### src/rtl/aap_fetch_sequencer.sv
// AAP fetch sequencer: owns the PC, fetches 16-bit words, assembles 16/32-bit instructions for the decoder.
// Optional macro AAP_SLOW_TICK_EN: advance the sequencer only on divider ticks (every DIV_MAX+1 clocks).
module aap_fetch_sequencer #(
  parameter int PC_W = 16,
  parameter logic [PC_W-1:0] RESET_PC = {PC_W{1'b0}},
  parameter int DIV_MAX = 217
) (
  input  logic            clock,
  input  logic            reset,
  input  logic            enable,
  input  logic            halt_req,
  output logic            halted,
  input  logic            redirect_valid,
  input  logic [PC_W-1:0] redirect_pc,
  output logic            mem_req,
  output logic [PC_W-1:0] mem_addr,
  input  logic [15:0]     mem_rdata,
  input  logic            mem_ack,
  output logic            instr_valid,
  input  logic            instr_ready,
  output logic [31:0]     instr_word,
  output logic            instr_long,
  output logic [PC_W-1:0] instr_pc,
  output logic [15:0]     instr_count
);

  typedef enum logic [2:0] {
    IDLE     = 3'd0,
    FETCH_LO = 3'd1,
    FETCH_HI = 3'd2,
    ISSUE    = 3'd3,
    HALT     = 3'd4
  } state_t;

  state_t          state, next_state;
  logic [PC_W-1:0] pc, next_pc;
  logic [15:0]     lo, hi, next_lo, next_hi;
  logic            is_long, next_long;
  logic            flush_pending, next_flush;
  logic [15:0]     next_count;
  logic            tick;
  logic            fetch_next;
  logic            start_req;

`ifdef AAP_SLOW_TICK_EN
  localparam int DIV_W = (DIV_MAX > 0) ? $clog2(DIV_MAX + 1) : 1;
  logic [DIV_W-1:0] div_cnt;

  // Free-running divider; the sequencer advances only on its terminal count
  always_ff @(posedge clock or posedge reset) begin
    if (reset) begin
      div_cnt <= {DIV_W{1'b0}};
    end else if (div_cnt == DIV_W'(DIV_MAX)) begin
      div_cnt <= {DIV_W{1'b0}};
    end else begin
      div_cnt <= div_cnt + DIV_W'(1'b1);
    end
  end

  assign tick = (div_cnt == DIV_W'(DIV_MAX));
`else
  logic unused_div;
  assign unused_div = DIV_MAX[0];
  assign tick = 1'b1;
`endif

  assign fetch_next = (next_state == FETCH_LO) || (next_state == FETCH_HI);
  // A new memory request starts on entry to a fetch state or right after an ack
  assign start_req  = fetch_next && (((state != FETCH_LO) && (state != FETCH_HI)) || mem_ack);

  // Next-state, PC and instruction assembly
  always_comb begin
    next_state = state;
    next_pc    = pc;
    next_lo    = lo;
    next_hi    = hi;
    next_long  = is_long;
    next_flush = flush_pending;
    next_count = instr_count;
    case (state)
      IDLE: begin
        if (redirect_valid) next_pc = redirect_pc;
        else                next_pc = pc;
        if (enable) next_state = halt_req ? HALT : FETCH_LO;
        else        next_state = IDLE;
      end
      FETCH_LO, FETCH_HI: begin
        if (redirect_valid) begin
          next_pc    = redirect_pc;
          next_flush = 1'b1;
        end else begin
          next_pc = pc;
        end
        // The handshake always completes; flushed data is dropped and fetch restarts at the new pc
        if (mem_ack) begin
          if (flush_pending || redirect_valid) begin
            next_flush = 1'b0;
            next_state = FETCH_LO;
          end else if (state == FETCH_LO) begin
            next_lo = mem_rdata;
            if (mem_rdata[15]) begin
              next_state = FETCH_HI;
            end else begin
              next_hi    = 16'h0000;
              next_long  = 1'b0;
              next_state = ISSUE;
            end
          end else begin
            next_hi    = mem_rdata;
            next_long  = 1'b1;
            next_state = ISSUE;
          end
        end else begin
          next_state = state;
        end
      end
      ISSUE: begin
        if (instr_ready) begin
          next_count = instr_count + 16'd1;
          if (redirect_valid) next_pc = redirect_pc;
          else                next_pc = pc + (is_long ? PC_W'(2'd2) : PC_W'(1'b1));
          if (halt_req)     next_state = HALT;
          else if (!enable) next_state = IDLE;
          else              next_state = FETCH_LO;
        end else if (redirect_valid) begin
          next_pc    = redirect_pc;
          next_state = FETCH_LO;
        end else begin
          next_state = ISSUE;
        end
      end
      HALT: begin
        if (redirect_valid) next_pc = redirect_pc;
        else                next_pc = pc;
        if (!enable)        next_state = IDLE;
        else if (!halt_req) next_state = FETCH_LO;
        else                next_state = HALT;
      end
      default: begin
        next_state = IDLE;
      end
    endcase
  end

  // State, PC and registered outputs
  always_ff @(posedge clock or posedge reset) begin
    if (reset) begin
      state         <= IDLE;
      pc            <= RESET_PC;
      lo            <= 16'h0000;
      hi            <= 16'h0000;
      is_long       <= 1'b0;
      flush_pending <= 1'b0;
      instr_count   <= 16'h0000;
      mem_req       <= 1'b0;
      mem_addr      <= {PC_W{1'b0}};
      instr_valid   <= 1'b0;
      instr_word    <= 32'h0000_0000;
      instr_long    <= 1'b0;
      instr_pc      <= {PC_W{1'b0}};
      halted        <= 1'b0;
    end else if (tick) begin
      state         <= next_state;
      pc            <= next_pc;
      lo            <= next_lo;
      hi            <= next_hi;
      is_long       <= next_long;
      flush_pending <= next_flush;
      instr_count   <= next_count;
      mem_req       <= fetch_next;
      if (start_req) begin
        mem_addr <= (next_state == FETCH_HI) ? next_pc + PC_W'(1'b1) : next_pc;
      end else begin
        mem_addr <= mem_addr;
      end
      instr_valid   <= (next_state == ISSUE);
      instr_word    <= {next_hi, next_lo};
      instr_long    <= next_long;
      if ((next_state == ISSUE) && (state != ISSUE)) begin
        instr_pc <= next_pc;
      end else begin
        instr_pc <= instr_pc;
      end
      halted        <= (next_state == HALT);
    end else begin
      state <= state;
    end
  end

endmodule

### config.mk
export PLATFORM = sky130hd
export DESIGN_NAME = aap_fetch_sequencer
export DESIGN_NICKNAME = d
export VERILOG_FILES = /design/src/rtl/aap_fetch_sequencer.sv
export SDC_FILE = /design/constraint.sdc
export NUM_CORES = 1
export LEC_CHECK = 0
export BUFFER_PORTS_ARGS = -buffer_cell sky130_fd_sc_hd__buf_2
export CORE_MARGIN = 1.5
export CORE_UTILIZATION = 55
export DETAILED_ROUTE_END_ITERATION = 7
export PLACE_DENSITY = 0.91
export SYNTH_ARGS = -nofsm -noshare
export SYNTH_HDL_FRONTEND = slang
export SYNTH_SLANG_ARGS = --single-unit
### constraint.sdc
create_clock -name clock -period 6.25 [get_ports clock]
set_input_delay 0.3125 -clock clock [delete_from_list [all_inputs] [get_ports clock]]
set_output_delay 0.3125 -clock clock [all_outputs]
set_load 0.01 [all_outputs]
==> summary.md, run 1 <==
| Metric | Value |
|---|---|
| Status | completed |
| Critical path required time | 6.53 ns |
| RSZ-0062 raised after global routing | no |
| Mean routed wirelength per cell | 18.52 um |
| Drt drc | 0 |
| Flops & latches, synth | 104 |
| Pre-Repair DR Iteration Count | 6 |
| Reg clk slew, reported paths | 0.11 ns |
| Placed cell count | 710 |
| CP max FO | 8 |
| Die X | 100.2 um |
| Ys async rst share | 100.0% |
| Worst path cell trace | inv_1 > ha_1 > inv_1 > fa_1 > nand4b_1 > or3_1 > a31oi_2 > nand4_1 > nor3_1 > a31oi_1 > o31ai_1 |
| H-Tree Depth | 3 |
| Number of synthesized flops with an enable pin | 0 |
| Initial drt markers | 475 |
| Fmax | 0.2867 GHz |
| Die ar. | 10040 um^2 |
| Design Area, Final | 6071 um^2 |
| Root buffer cell | clkbuf_8 |
| Mapped Nets | 542 |
| Layout Cells excl Fill | 727 |
| Postcts setup bufs | 0 |
| Total routed wirelength | 13.47 mm |
| Core area | 9196 um^2 |
| Antenna violations before repair | 0 |
| Critical path class | reg -> reg |
| Sequential area share after synthesis | 50.06% |
| Largest stage delay, worst path | 0.50 ns |
| Routed vias/inst | 6.160 |
| Worst-Margin Slew | 1.216 ns |
| VDD IR max | 0.0001991 V |
| Data arrival time of the worst path | 3.77 ns |
| Largest net degree at the start of global routing | 63 |
| Distinct cells, synth | 72 |
| Slew HR | 18.65% |
| CTS tree | yes |
| Synth warn | 0 |
| Num rows | 35 |
| Syn avg cell area | 10.44 um^2 |
| CTS Hold Bufs | 1 |
| IO Pins | 123 |
| Netlist Area Pre-Place | 5199 um^2 |
| Final hold violations | 0 |
| Hpwl dp | 9.616 mm |
| RePlAce Congestion | 0.9252 |
| Synth Instances | 498 |
| Crit share post-route | 55.81% |
| CTS buffer count | 9 |
| CP bufs+invs | 2 |
| Crit path time final | 3.488 ns |
| Count of final setup violators | 0 |
| Fin util | 66.01% |
| Clock Sinks | 104 |
| CTS resizes | 0 |
| Vias | 4478 |
| CP delay by family, top | simple AND/OR/NAND/NOR gates |
| Ratio of cells with drive above 1 in the final layout | 28.25% |
| Antenna-violating nets left | 0 |
| Clock Latency Late Sink | 0.38 ns |
| R2R setup slack | 2.76 ns |
| Startpoint types | flip-flop |
| Pre-CTS setup slack | 2.802 ns |
| Initial core utilization | 56.53% |
| Most common cell on crit path | inv_1 |
| Fill count | 717 |
| Slowest library cell on the worst path | fa_1 |
| Overflow left after global routing | 0 |
| Number of buffers added on ports | 122 |
| Ant diodes | 0 |
| Die Y | 100.2 um |
| Max Clock Skew | 0.01739 ns |
| LEAKAGE | 2.922 nW |
| Worst Slack Setup Final | 2.762 ns |
| CTS Buffer Depth | 2 |
| Final setup TNS | 0 ns |
| PD cells | 449.5 nW/um^2 |
| Post-Place Cell Area | 5852 um^2 |
| Max cap viols | 0 |
| Final net count | 655 |
| Total track usage | 27.34% |
| Synth Flop Type | dfrtp_1 |
| Worst Hold Class | in -> reg |
| Vias in the first global route | 4219 |
| Crit path capture type | flip-flop |
| Syn-to-layout area delta | 16.77% |
| Slew Limit Fails | 0 |
| Global-route wire length before repair | 21.49 mm |
[through the flow]
step                hold slack [ns]  power [W]
floorplan                    0.3983   0.001858
global placement             0.3792   0.002212
detailed placement           0.3874   0.002268
CTS                          0.1633   0.002721
global route                 0.1652   0.002902
finish                       0.1651   0.002729
[logic make-up (layout without fill, tap and decap cells)]
logic type                 count (synthesis)  in the layout  synth area share (%)
and+or+nand+nor                          198            198                 20.65
DFF                                      104            104                 50.06
buffers and inverters                     37            155                 3.514
adders and majority gates                  5              5                 1.348
xor gates and xnor gates                  30             30                 5.054
muxes                                     22             22                 4.597
AOI/OAI and AO/OA                        102            102                 14.78
[cell usage in the layout (no fill, tap or decap), drive strengths merged, types with 13 or more instances in the layout]
master	instances
nand2b	14
dfrtp	104
nand2	57
xnor2	24
a22o	17
nor2	41
mux2	15
a21oi	13
buf	124
inv	18
o21ai	24
[report_power, final]
part           switching, W  total [W]  internal, W  leakage [nW]
logic              0.000670    0.00114     0.000470          1.52
registers          0.000212    0.00114     0.000925          1.30
clock network      0.000257   0.000452     0.000195         0.107
total               0.00114    0.00273      0.00159          2.92
[cells in the mapped netlist (all sizes together) (3+ instances only)]
master	n	area share, %
a21oi	13	1.3
a22o	17	2.9
a31oi	7	1.1
and3	7	0.84
and4	8	1.3
buf	12	1.7
clkbuf	11	0.79
dfrtp	104	50
ha	4	0.96
inv	13	0.94
mux2	15	3.2
mux2i	7	1.3
nand2	57	4.2
nand2b	14	1.7
nand3	12	1.2
nand3b	3	0.67
nand4	11	1.6
nand4b	3	0.79
nor2	41	3.0
nor2b	8	0.96
nor3	5	0.48
nor4	9	1.1
o211ai	3	0.43
o21ai	24	2.5
o22ai	6	0.72
o31ai	8	1.2
or3	5	0.60
xnor2	24	4.0
xor2	6	1.0
[per-layer routing]
metal  vias to the layer above  GRT usage, %  share of wire [%]
met3                        26         6.128                9.5
met1                      2173         36.13                 41
li1                       2026             -                  -
met5                         -             0                  0
met2                       253         44.95                 47
met4                         0         8.884                2.2
[worst paths after layout]
path                            startpoint  depth (start not counted)         endpoint
min in group asynchronous            reset                          3            hi[5]
min reg2reg                instr_count[15]                          1  instr_count[15]
max                                is_long                         11     mem_addr[12]
min                          mem_rdata[12]                          2           hi[12]
max in group asynchronous            reset                          4   instr_count[8]
max reg2reg                        is_long                         11     mem_addr[12]
[state kept, by name, summed over array words and instances (netlist names)]
register / flops
hi: 16
instr_count: 16
instr_pc: 16
mem_addr: 16
pc: 16
lo: 15
state: 3
flush_pending: 1
halted: 1
instr_valid: 1
instr_word: 1
is_long: 1
mem_req: 1
[cell type report]
class	count	area, um^2	area share [%]
flip-flops and latches	104	2603	42.87
multi-input cells	357	2430	40.02
repair buffers	125	635.6	10.47
well taps	111	138.9	2.288
clock buffers	9	123.9	2.040
clock inverters	7	85.08	1.401
inverters	14	55.05	0.9068
(Power assumes the default switching activity.)
==> run 2, diff against run 1 <==
Settings changed: CORE_UTILIZATION 55 to 54, PLACE_DENSITY 0.91 to 0.9.
Clock period 6.25 ns to 3.65 ns, I/O delays scaled along.
==> summary.md, run 2 (same netlist as run 1, synthesis figures left out) <==
| Metric | Value |
|---|---|
| CTS resizes | 0 (unchanged) |
| R2R setup slack | 0.19 ns (was 2.76 ns) |
| Worst Setup SP | is_long (unchanged) |
| Most common cell after layout, fill and taps aside | buf_2 (unchanged) |
| Die ar. | 10230 um^2 (was 10040 um^2) |
| PD cells | 754.3 nW/um^2 (was 449.5 nW/um^2) |
| Overflow left after global routing | 0 (unchanged) |
| Ant diodes | 0 (unchanged) |
| Number of buffers added on ports | 122 (unchanged) |
| Ratio of cells with drive above 1 in the final layout | 29.37% (was 28.25%) |
| Slew HR | 23.51% (was 18.65%) |
| Clock Latency Late Sink | 0.38 ns (about the same) |
| Drt drc | 0 (unchanged) |
| Worst-Margin Slew | 1.147 ns (was 1.216 ns) |
| Clock Sinks | 104 (unchanged) |
| Routed vias/inst | 5.879 (was 6.160) |
| CTS buffer count | 9 (unchanged) |
| Metal3 WL | 1.020 mm (was 1.282 mm) |
| LEAKAGE | 2.946 nW (was 2.922 nW) |
| Reg-to-Reg End | mem_addr[15] (was mem_addr[12]) |
| RePlAce Congestion | 0.9420 (was 0.9252) |
| Mean routed wirelength per cell | 17.72 um (was 18.52 um) |
| Met2 Wirelength | 6.230 mm (was 6.311 mm) |
| VDD IR max | 0.0003967 V (was 0.0001991 V) |
| RSZ-0062 raised after global routing | no (unchanged) |
| Max cap viols | 0 (unchanged) |
| CTS Buffer Depth | 2 (unchanged) |
| Crit share post-route | 94.68% (was 55.81%) |
| Reg clk slew, reported paths | 0.11 ns (about the same) |
| Fill count | 762 (was 717) |
| Data arrival time of the worst path | 3.73 ns (was 3.77 ns) |
| Hpwl dp | 9.678 mm (was 9.616 mm) |
| Critical path class | reg -> reg (unchanged) |
| Total routed wirelength | 13.32 mm (was 13.47 mm) |
| Final net count | 662 (was 655) |
| Final setup TNS | 0 ns (unchanged) |
| Count of final setup violators | 0 (unchanged) |
| Max Used Layer | met4 (unchanged) |
| Vias | 4421 (was 4478) |
| Critical path required time | 3.92 ns (was 6.53 ns) |
| Worst Hold Class | in -> async (was in -> reg) |
| Hold slack | 0.01390 ns (was 0.1651 ns) |
| Antenna violations before repair | 0 (unchanged) |
| Status | completed (unchanged) |
| Num rows | 35 (unchanged) |
| Max Clock Skew | 0.01475 ns (was 0.01739 ns) |
| Vias in the first global route | 4264 (was 4219) |
| CTS tree | yes (unchanged) |
| Post-Place Cell Area | 5934 um^2 (was 5852 um^2) |
| CP max FO | 8 (unchanged) |
| Storage cell area | 2603 um^2 (unchanged) |
| Largest net degree at the start of global routing | 82 (was 63) |
| H-Tree Depth | 3 (unchanged) |
| Pre-Repair DR Iteration Count | 6 (unchanged) |
| CTS Hold Bufs | 0 (was 1) |
| Most used cells in the layout excluding fill and tap cells | 122 x buf_2, 104 x dfrtp_1, 56 x nand2_1 (unchanged) |
| Fmax | 0.2894 GHz (was 0.2867 GHz) |
| Crit path capture type | flip-flop (unchanged) |
| Slew Limit Fails | 0 (unchanged) |
| Antenna-violating nets left | 0 (unchanged) |
| Final hold violations | 0 (unchanged) |
| Root buffer cell | clkbuf_8 (unchanged) |
| IO Pins | 123 (unchanged) |
| Die X | 101.1 um (was 100.2 um) |
| Syn-to-layout area delta | 17.81% (was 16.77%) |
| Global-route wire length before repair | 21.14 mm (was 21.49 mm) |
| R2R depth | 11 (unchanged) |
| Routed met1 length | 5.690 mm (was 5.580 mm) |
| Initial core utilization | 56.00% (was 56.53%) |
| Core area | 9284 um^2 (was 9196 um^2) |
| Total power | 0.004620 W (was 0.002729 W) |
| Die Y | 101.1 um (was 100.2 um) |
| Startpoint types | flip-flop (unchanged) |
| Initial drt markers | 411 (was 475) |
| Crit path time final | 3.456 ns (was 3.488 ns) |
| Design Area, Final | 6125 um^2 (was 6071 um^2) |
| Total track usage | 26.82% (was 27.34%) |
| Multi-input logic area | 2435 um^2 (was 2430 um^2) |
| Postcts setup bufs | 0 (unchanged) |
| Worst reg2reg startpoint | is_long (unchanged) |
[run 2: how the worst max path moves through the flow]
stage                   end  slack (ns)  cells after the start
2_1_floorplan  mem_addr[15]        0.60                     11
3_3_place_gp   mem_addr[15]        0.46                     11
3_5_place_dp   mem_addr[14]        0.18                     11
4_1_cts        mem_addr[14]        0.16                     11
5_1_grt        mem_addr[15]        0.04                     11
6_report       mem_addr[15]        0.19                     11
[run 2: per-layer routing]
layer | GRT usage (%) | vias up
met2 | 42.85 | 207
li1 | - | 2038
met4 | 11.86 | 0
met3 | 4.577 | 36
met1 | 36.16 | 2140
met5 | 0 | -
[run 2: power by group]
| part | internal, W | switching, W | total [W] |
|---|---|---|---|
| Sequential | 0.00158 | 0.000329 | 0.00191 |
| Combinational | 0.000828 | 0.00118 | 0.00201 |
| Clock | 0.000264 | 0.000437 | 0.000701 |
| Total | 0.00268 | 0.00194 | 0.00462 |
[run 2: final cells by class]
cell class,instances,area share [%]
multi-input cells,357,39.75
clock inverters,7,1.001
flip-flops and latches,104,42.49
well taps,129,2.635
inverters,14,0.8989
repair buffers,132,11.20
clock buffers,9,2.022
[run 2: worst max-delay path, stage by stage, from the launching register on]
cell,delay [ns]
dfrtp_1,0.41
inv_1,0.13
ha_1,0.21
inv_1,0.07
fa_1,0.49
nand4b_1,0.23
or3_1,0.35
a31oi_2,0.42
nand2_2,0.12
or3_1,0.41
o31a_1,0.30
o31ai_1,0.22
[run 2: per-stage QoR]
step	instances	utilization, %	worst slack, ns
global route	752	65.97	0.04329
global placement	736	63.92	0.4584
finish	752	65.97	0.1942
floorplan	498	-	0.6035
detailed placement	736	63.92	0.1792
CTS	752	65.92	0.1579
